**src/rtl/mips_pkg.sv**
```systemverilog
// Shared constants for the MIPS ID/EX slice: control-bundle field indices
// and the default register-specifier and control widths.
package mips_pkg;

  localparam int REG_AW = 5;
  localparam int CTRL_W = 8;

  // Bit positions inside the decoded control bundle.
  localparam int REGWR    = 0;
  localparam int REGDST   = 1;
  localparam int MEMRD    = 2;
  localparam int MEMWR    = 3;
  localparam int MEMTOREG = 4;
  localparam int ALUSRC   = 5;
  localparam int ALUOP_LO = 6;
  localparam int ALUOP_HI = 7;

endpackage

```
**src/rtl/hazard_detect.sv**
```systemverilog
// Load-use hazard detector: flags an ID instruction that reads the register
// an in-flight load in EX is about to produce. Purely combinational.
module hazard_detect #(
  parameter int REG_AW = mips_pkg::REG_AW
) (
  input  logic              ex_valid,
  input  logic              ex_memrd,
  input  logic [REG_AW-1:0] ex_rw,
  input  logic              id_valid,
  input  logic [REG_AW-1:0] id_rs,
  input  logic [REG_AW-1:0] id_rt,
  input  logic              id_uses_rt,
  output logic              load_use
);

  logic ex_is_load;
  logic rs_match;
  logic rt_match;

  // A load targeting r0 writes nothing, so it can never create a dependency.
  assign ex_is_load = ex_valid && ex_memrd && (ex_rw != '0);
  assign rs_match   = (ex_rw == id_rs);
  // Rt only matters when the instruction actually sources it (not for I-type
  // instructions where Rt is the destination).
  assign rt_match   = id_uses_rt && (ex_rw == id_rt);
  assign load_use   = ex_is_load && id_valid && (rs_match || rt_match);

endmodule

```
**src/rtl/id_ex_stage.sv**
```systemverilog
// ID/EX pipeline register with load-use bubble insertion, flush, external
// hold and a saturating bubble counter.
// Optional macro ID_WB_BYPASS_EN: forward the WB write data into the captured
// operands to cover the regfile's write-at-edge/read-old-value window.
module id_ex_stage
  import mips_pkg::*;
#(
  parameter int DATA_W = 32,
  parameter int REG_AW = mips_pkg::REG_AW,
  parameter int CTRL_W = mips_pkg::CTRL_W,
  parameter int CNT_W  = 16
) (
  input  logic              clk,
  input  logic              arst,
  input  logic              id_valid,
  input  logic [DATA_W-1:0] id_busA,
  input  logic [DATA_W-1:0] id_busB,
  input  logic [REG_AW-1:0] id_rs,
  input  logic [REG_AW-1:0] id_rt,
  input  logic [REG_AW-1:0] id_rd,
  input  logic              id_uses_rt,
  input  logic [DATA_W-1:0] id_imm,
  input  logic [CTRL_W-1:0] id_ctrl,
  input  logic              flush,
  input  logic              hold,
  input  logic              wb_regwr,
  input  logic [REG_AW-1:0] wb_rw,
  input  logic [DATA_W-1:0] wb_data,
  output logic              ex_valid,
  output logic [DATA_W-1:0] ex_busA,
  output logic [DATA_W-1:0] ex_busB,
  output logic [REG_AW-1:0] ex_rs,
  output logic [REG_AW-1:0] ex_rt,
  output logic [REG_AW-1:0] ex_rw,
  output logic [DATA_W-1:0] ex_imm,
  output logic [CTRL_W-1:0] ex_ctrl,
  output logic              hazard_stall,
  output logic [CNT_W-1:0]  bubble_cnt
);

  logic              load_use;
  logic [DATA_W-1:0] cap_busA;
  logic [DATA_W-1:0] cap_busB;

  hazard_detect #(.REG_AW(REG_AW)) u_hazard_detect (
    .ex_valid   (ex_valid),
    .ex_memrd   (ex_ctrl[MEMRD]),
    .ex_rw      (ex_rw),
    .id_valid   (id_valid),
    .id_rs      (id_rs),
    .id_rt      (id_rt),
    .id_uses_rt (id_uses_rt),
    .load_use   (load_use)
  );

  // Upstream only freezes when this stage will really insert the bubble;
  // flush discards the ID instruction anyway and hold freezes everything.
  assign hazard_stall = load_use && !flush && !hold;

`ifdef ID_WB_BYPASS_EN
  // Operand select: take WB data when it writes the register being read.
  always_comb begin
    // NOTE: defaults assigned first so every path drives both outputs and no latch is inferred.
    cap_busA = id_busA;
    cap_busB = id_busB;
    if (wb_regwr && (wb_rw != '0) && (wb_rw == id_rs)) cap_busA = wb_data;
    if (wb_regwr && (wb_rw != '0) && (wb_rw == id_rt)) cap_busB = wb_data;
  end
`else
  assign cap_busA = id_busA;
  assign cap_busB = id_busB;

  // WB ports stay on the interface but carry no function in this build.
  logic unused_wb;
  assign unused_wb = ^{wb_regwr, wb_rw, wb_data};
`endif

  // EX pipeline register: reset, hold, flush, load-use bubble, then capture.
  always_ff @(posedge clk) begin
    // NOTE: non-blocking assignments so every register samples pre-edge values.
    if (arst) begin
      ex_valid   <= 1'b0;
      ex_busA    <= '0;
      ex_busB    <= '0;
      ex_rs      <= '0;
      ex_rt      <= '0;
      ex_rw      <= '0;
      ex_imm     <= '0;
      ex_ctrl    <= '0;
      bubble_cnt <= '0;
    end else if (hold) begin
      // Everything keeps its value; hold outranks flush and hazards.
    end else if (flush) begin
      ex_valid <= 1'b0;
      ex_ctrl  <= '0;
    end else if (load_use) begin
      ex_valid <= 1'b0;
      ex_ctrl  <= '0;
      if (bubble_cnt != '1) bubble_cnt <= bubble_cnt + CNT_W'(1);
    end else begin
      ex_valid <= id_valid;
      ex_ctrl  <= id_valid ? id_ctrl : '0;
      ex_busA  <= cap_busA;
      ex_busB  <= cap_busB;
      ex_rs    <= id_rs;
      ex_rt    <= id_rt;
      ex_rw    <= id_ctrl[REGDST] ? id_rd : id_rt;
      ex_imm   <= id_imm;
    end
  end

endmodule

```
**config.mk**
```make
export PLATFORM = sky130hd
export DESIGN_NAME = id_ex_stage
export DESIGN_NICKNAME = d
export VERILOG_FILES = /design/src/rtl/mips_pkg.sv /design/src/rtl/hazard_detect.sv /design/src/rtl/id_ex_stage.sv
export SDC_FILE = /design/constraint.sdc
export NUM_CORES = 1
export LEC_CHECK = 0
export ABC_CLOCK_PERIOD_IN_PS = 2450
export BUFFER_PORTS_ARGS = -buffer_cell sky130_fd_sc_hd__buf_4
export CORE_MARGIN = 2
export CORE_UTILIZATION = 40
export CTS_BUF_LIST = sky130_fd_sc_hd__clkbuf_8
export DETAILED_ROUTE_END_ITERATION = 10
export GPL_ROUTABILITY_DRIVEN = 1
export PLACE_DENSITY_LB_ADDON = 0.12
export SLEW_MARGIN = 20
export SYNTH_ARGS = -nofsm -noshare
export SYNTH_HDL_FRONTEND = slang
export SYNTH_SLANG_ARGS = --single-unit
```
**constraint.sdc**
```tcl
create_clock -name clk -period 2.45 [get_ports clk]
set_input_delay 0.245 -clock clk [delete_from_list [all_inputs] [get_ports clk]]
set_output_delay 0.245 -clock clk [all_outputs]
set_load 0.01 [all_outputs]
```
==> flow_summary.toml <==
[run_status]
status = "finished clean"

[clock_network]
root_buffer = "clkbuf_8"
cts_made_buffers = 17
cts_buffer_depth = 2
clock_latency_ns = 0.43
cts_tree = "done"
clk_pin_slew_worst_paths_ns = 0.08
cts_sinks = 136
cts_htree_levels = 4

[setup_path]
cp_max_fo = 7
crit_path_max_incr_delay_ns = 0.45
required_ns = 2.20
slowest_stage = "dfxtp_1"
r2r-start = "ex_rw[0]"
worstPathCellList = "xnor2_1, nand3_1, o22ai_4, nand3_2, inv_2, buf_4"
crit_start = "ex_rw[0]"
crit_type = "flip-flop to primary output"
crit_path_end_kind = "primary output"
arrival_ns = 2.01
worst_setup_path_start_kind = "flip-flop"

[timing]
worst_pin_slew_ns = 0.811
slew_headroom_pct = 45.8
setup_viol = 0
rsz0062_at_grt = "no"
min_period_over_period_pct = 92.1
finClkSkew_ns = 0.00949
hold_violations = 0
max_freq_mhz = 443
slew_viol_final = 0
fin_setup_tns_ns = 0
min_period_ns = 2.26

[grt]
grt_pass1_vias = 4858
antenna_found_initial = 0
grt_use_total_pct = 21.0
grt_start_max_net_pins = 66
grt.overflow.total = 0
grt_first_pass_wirelength_mm = 23.6

[yosys]
async_flop_share_pct = 0
synth.most_common_cell = "nand2_1"
yosys_register_bits = 136
yosysUniqueCellTypes = 43
synth_flop_cell = "dfxtp_1"
yosysWarnings = 0
ys_top_cells_by_count = "nand2_1, dfxtp_1, a21oi_1"
yosysSeqAreaShare_pct = 52.8
synth_nets = 801
synth-edff-count = 0
avgSynthCellArea_um2 = 8.09
synth_top_cells_by_area = "dfxtp_1, nand2_1, a21oi_1"
synthDominantCellAreaShare_pct = 52.8
synth_area_um2 = 5160
synthCells = 637
synth_top_area_cell = "dfxtp_1"

[placement]
hpwl_mm = 10.6
gp_congestion = 0.803
place.port_buffers = 261
placed_cell_area_um2 = 7240

[die]
initial_utilization_pct = 40.9
fp.dieArea_um2 = 13800
die_x_um = 118
row_count = 41
fp.dieH_um = 118
io_pins = 300
core_area_um2 = 12600

[cells_and_area]
fillers = 1153
drive_gt1_share_pct = 35.1
diodes = 0
fin_area_um2 = 7730
synthToLayoutAreaGrowth_pct = 49.8
final_nets = 1042

[routing]
routedWlPerCell_um = 13.9
drtIter0Drc = 307
route.met2.wl_mm = 7.54
wirelength_mm = 14.7
top_layer = "met4"
vias = 5137
drt_pass1_iterations = 4
ant_nets = 0
route.met3.wl_mm = 1.06
drt-met1-wl_mm = 6.02
route.detailed.drc = 0
avgViaCountPerCell = 4.83

[pwr]
p_clk_share_pct = 41.7
pwr-share-comb_pct = 12.1
seqPwrFrac_pct = 46.2
p_leak_nw = 3.35
internal_power_mw = 3.87
switching_share_pct = 23.8
power_density_nw_per_um2 = 658
ir_drop_mv = 0.479
p_switching_mw = 1.21

[run]
maxCapViolCount = 0

[worst_hold_path]
min_path_type = "input pin to flip-flop"
hp-start = "id_imm[5]"
[layout by cell type, fill, tap and decap left out, types with 4 or more instances in the layout]
cell / instances
bufinv_16: 5
buf_12: 5
or3_1: 6
a211oi_1: 6
nand2_1: 222
o21ai_1: 6
dfxtp_1: 136
clkbuf_8: 18
mux2i_1: 6
a32oi_1: 8
buf_4: 263
nand3_1: 6
nor2_1: 26
xnor2_1: 10
a21oi_1: 117
nand4_1: 4
[stage by stage]
step | cells | hold slack [ns] | util [%] | setup WS (ns) | total power [mW]
after floorplan | 637 | 0.381 | - | 0.428 | 2.66
after detailed placement | 1031 | 0.447 | 57.4 | 0.135 | 3.02
after CTS | 1063 | 0.0180 | 61.2 | 0.0387 | 5.15
after global routing | 1063 | 0.00459 | 61.2 | 0.0103 | 5.32
final | 1063 | 0.0536 | 61.2 | 0.194 | 5.09
after global placement | 1031 | 0.443 | 57.4 | 0.197 | 3.00
[per-layer routing]
layer	GRT usage (%)	vias to the layer above
li1	-	2599
met1	24.0	2364
met2	36.5	166
met3	7.85	8
met4	6.25	0
met5	0	-
[power by group through the flow]
stage	clock network [mW]	registers, mW	logic (mW)
6_report	2.12	2.35	0.616
2_1_floorplan	0	2.44	0.218
3_3_place_gp	0	2.40	0.606
5_1_grt	2.29	2.36	0.672
4_1_cts	2.18	2.35	0.621
3_5_place_dp	0	2.40	0.617
[registers in the layout, summed over array words and instances, names as in the netlist]
| register | cells |
|---|---|
| ex_busA | 32 |
| ex_valid | 1 |
| ex_rt | 5 |
| ex_ctrl | 8 |
| bubble_cnt | 16 |
| ex_busB | 32 |
| ex_imm | 32 |
| ex_rw | 5 |
| ex_rs | 5 |
[worst paths after layout]
check,cells past startpoint,endpoint,slack [ns]
worst max-delay path,6,hazard_stall,0.19
worst min-delay path,3,ex_imm[5],0.05
worst min register to register,2,ex_imm[7],0.46
worst max register to register,7,ex_rw[1],0.20
[final cells by class]
type / count / area [µm²] / area share, %
Clock buffer: 18 / 248 / 3.21
Timing Repair Buffer: 269 / 2090 / 27.0
Tap cell: 172 / 215 / 2.79
Sequential cell: 136 / 2720 / 35.2
Clock inverter: 14 / 220 / 2.85
Inverter: 2 / 7.51 / 0.0972
Multi-Input combinational cell: 452 / 2230 / 28.8
[what timing repair did]
action                     4_1_cts  5_1_grt
resized for setup                1        3
buffers inserted                 0        0
setup endpoints to repair        1       14
hold buffers                     0        0
gates cloned                     0        0
pin swaps                        0        1
[critical path, delay by kind of cell (launching register included)]
kind            cells  cell delay (ns)
compound gates      1             0.33
simple gates        2             0.33
buf+inv             2             0.31
flops               1             0.45
xor+xnor            1             0.16
[cell families (layout without fill, tap and decap cells)]
logic type / Yosys count / after routing / share of synthesized area (%)
AND/OR/NAND/NOR: 284 / 284 / 22.8
XOR/XNOR: 11 / 11 / 1.87
multiplexers: 9 / 9 / 1.82
adder cells (fa/ha/maj): 1 / 1 / 0.243
flip-flops: 136 / 136 / 52.8
AO/OA/AOI/OAI: 147 / 147 / 15.8
buffers and inverters: 49 / 303 / 4.63
Note: power is estimated with default switching activity, not from simulation.
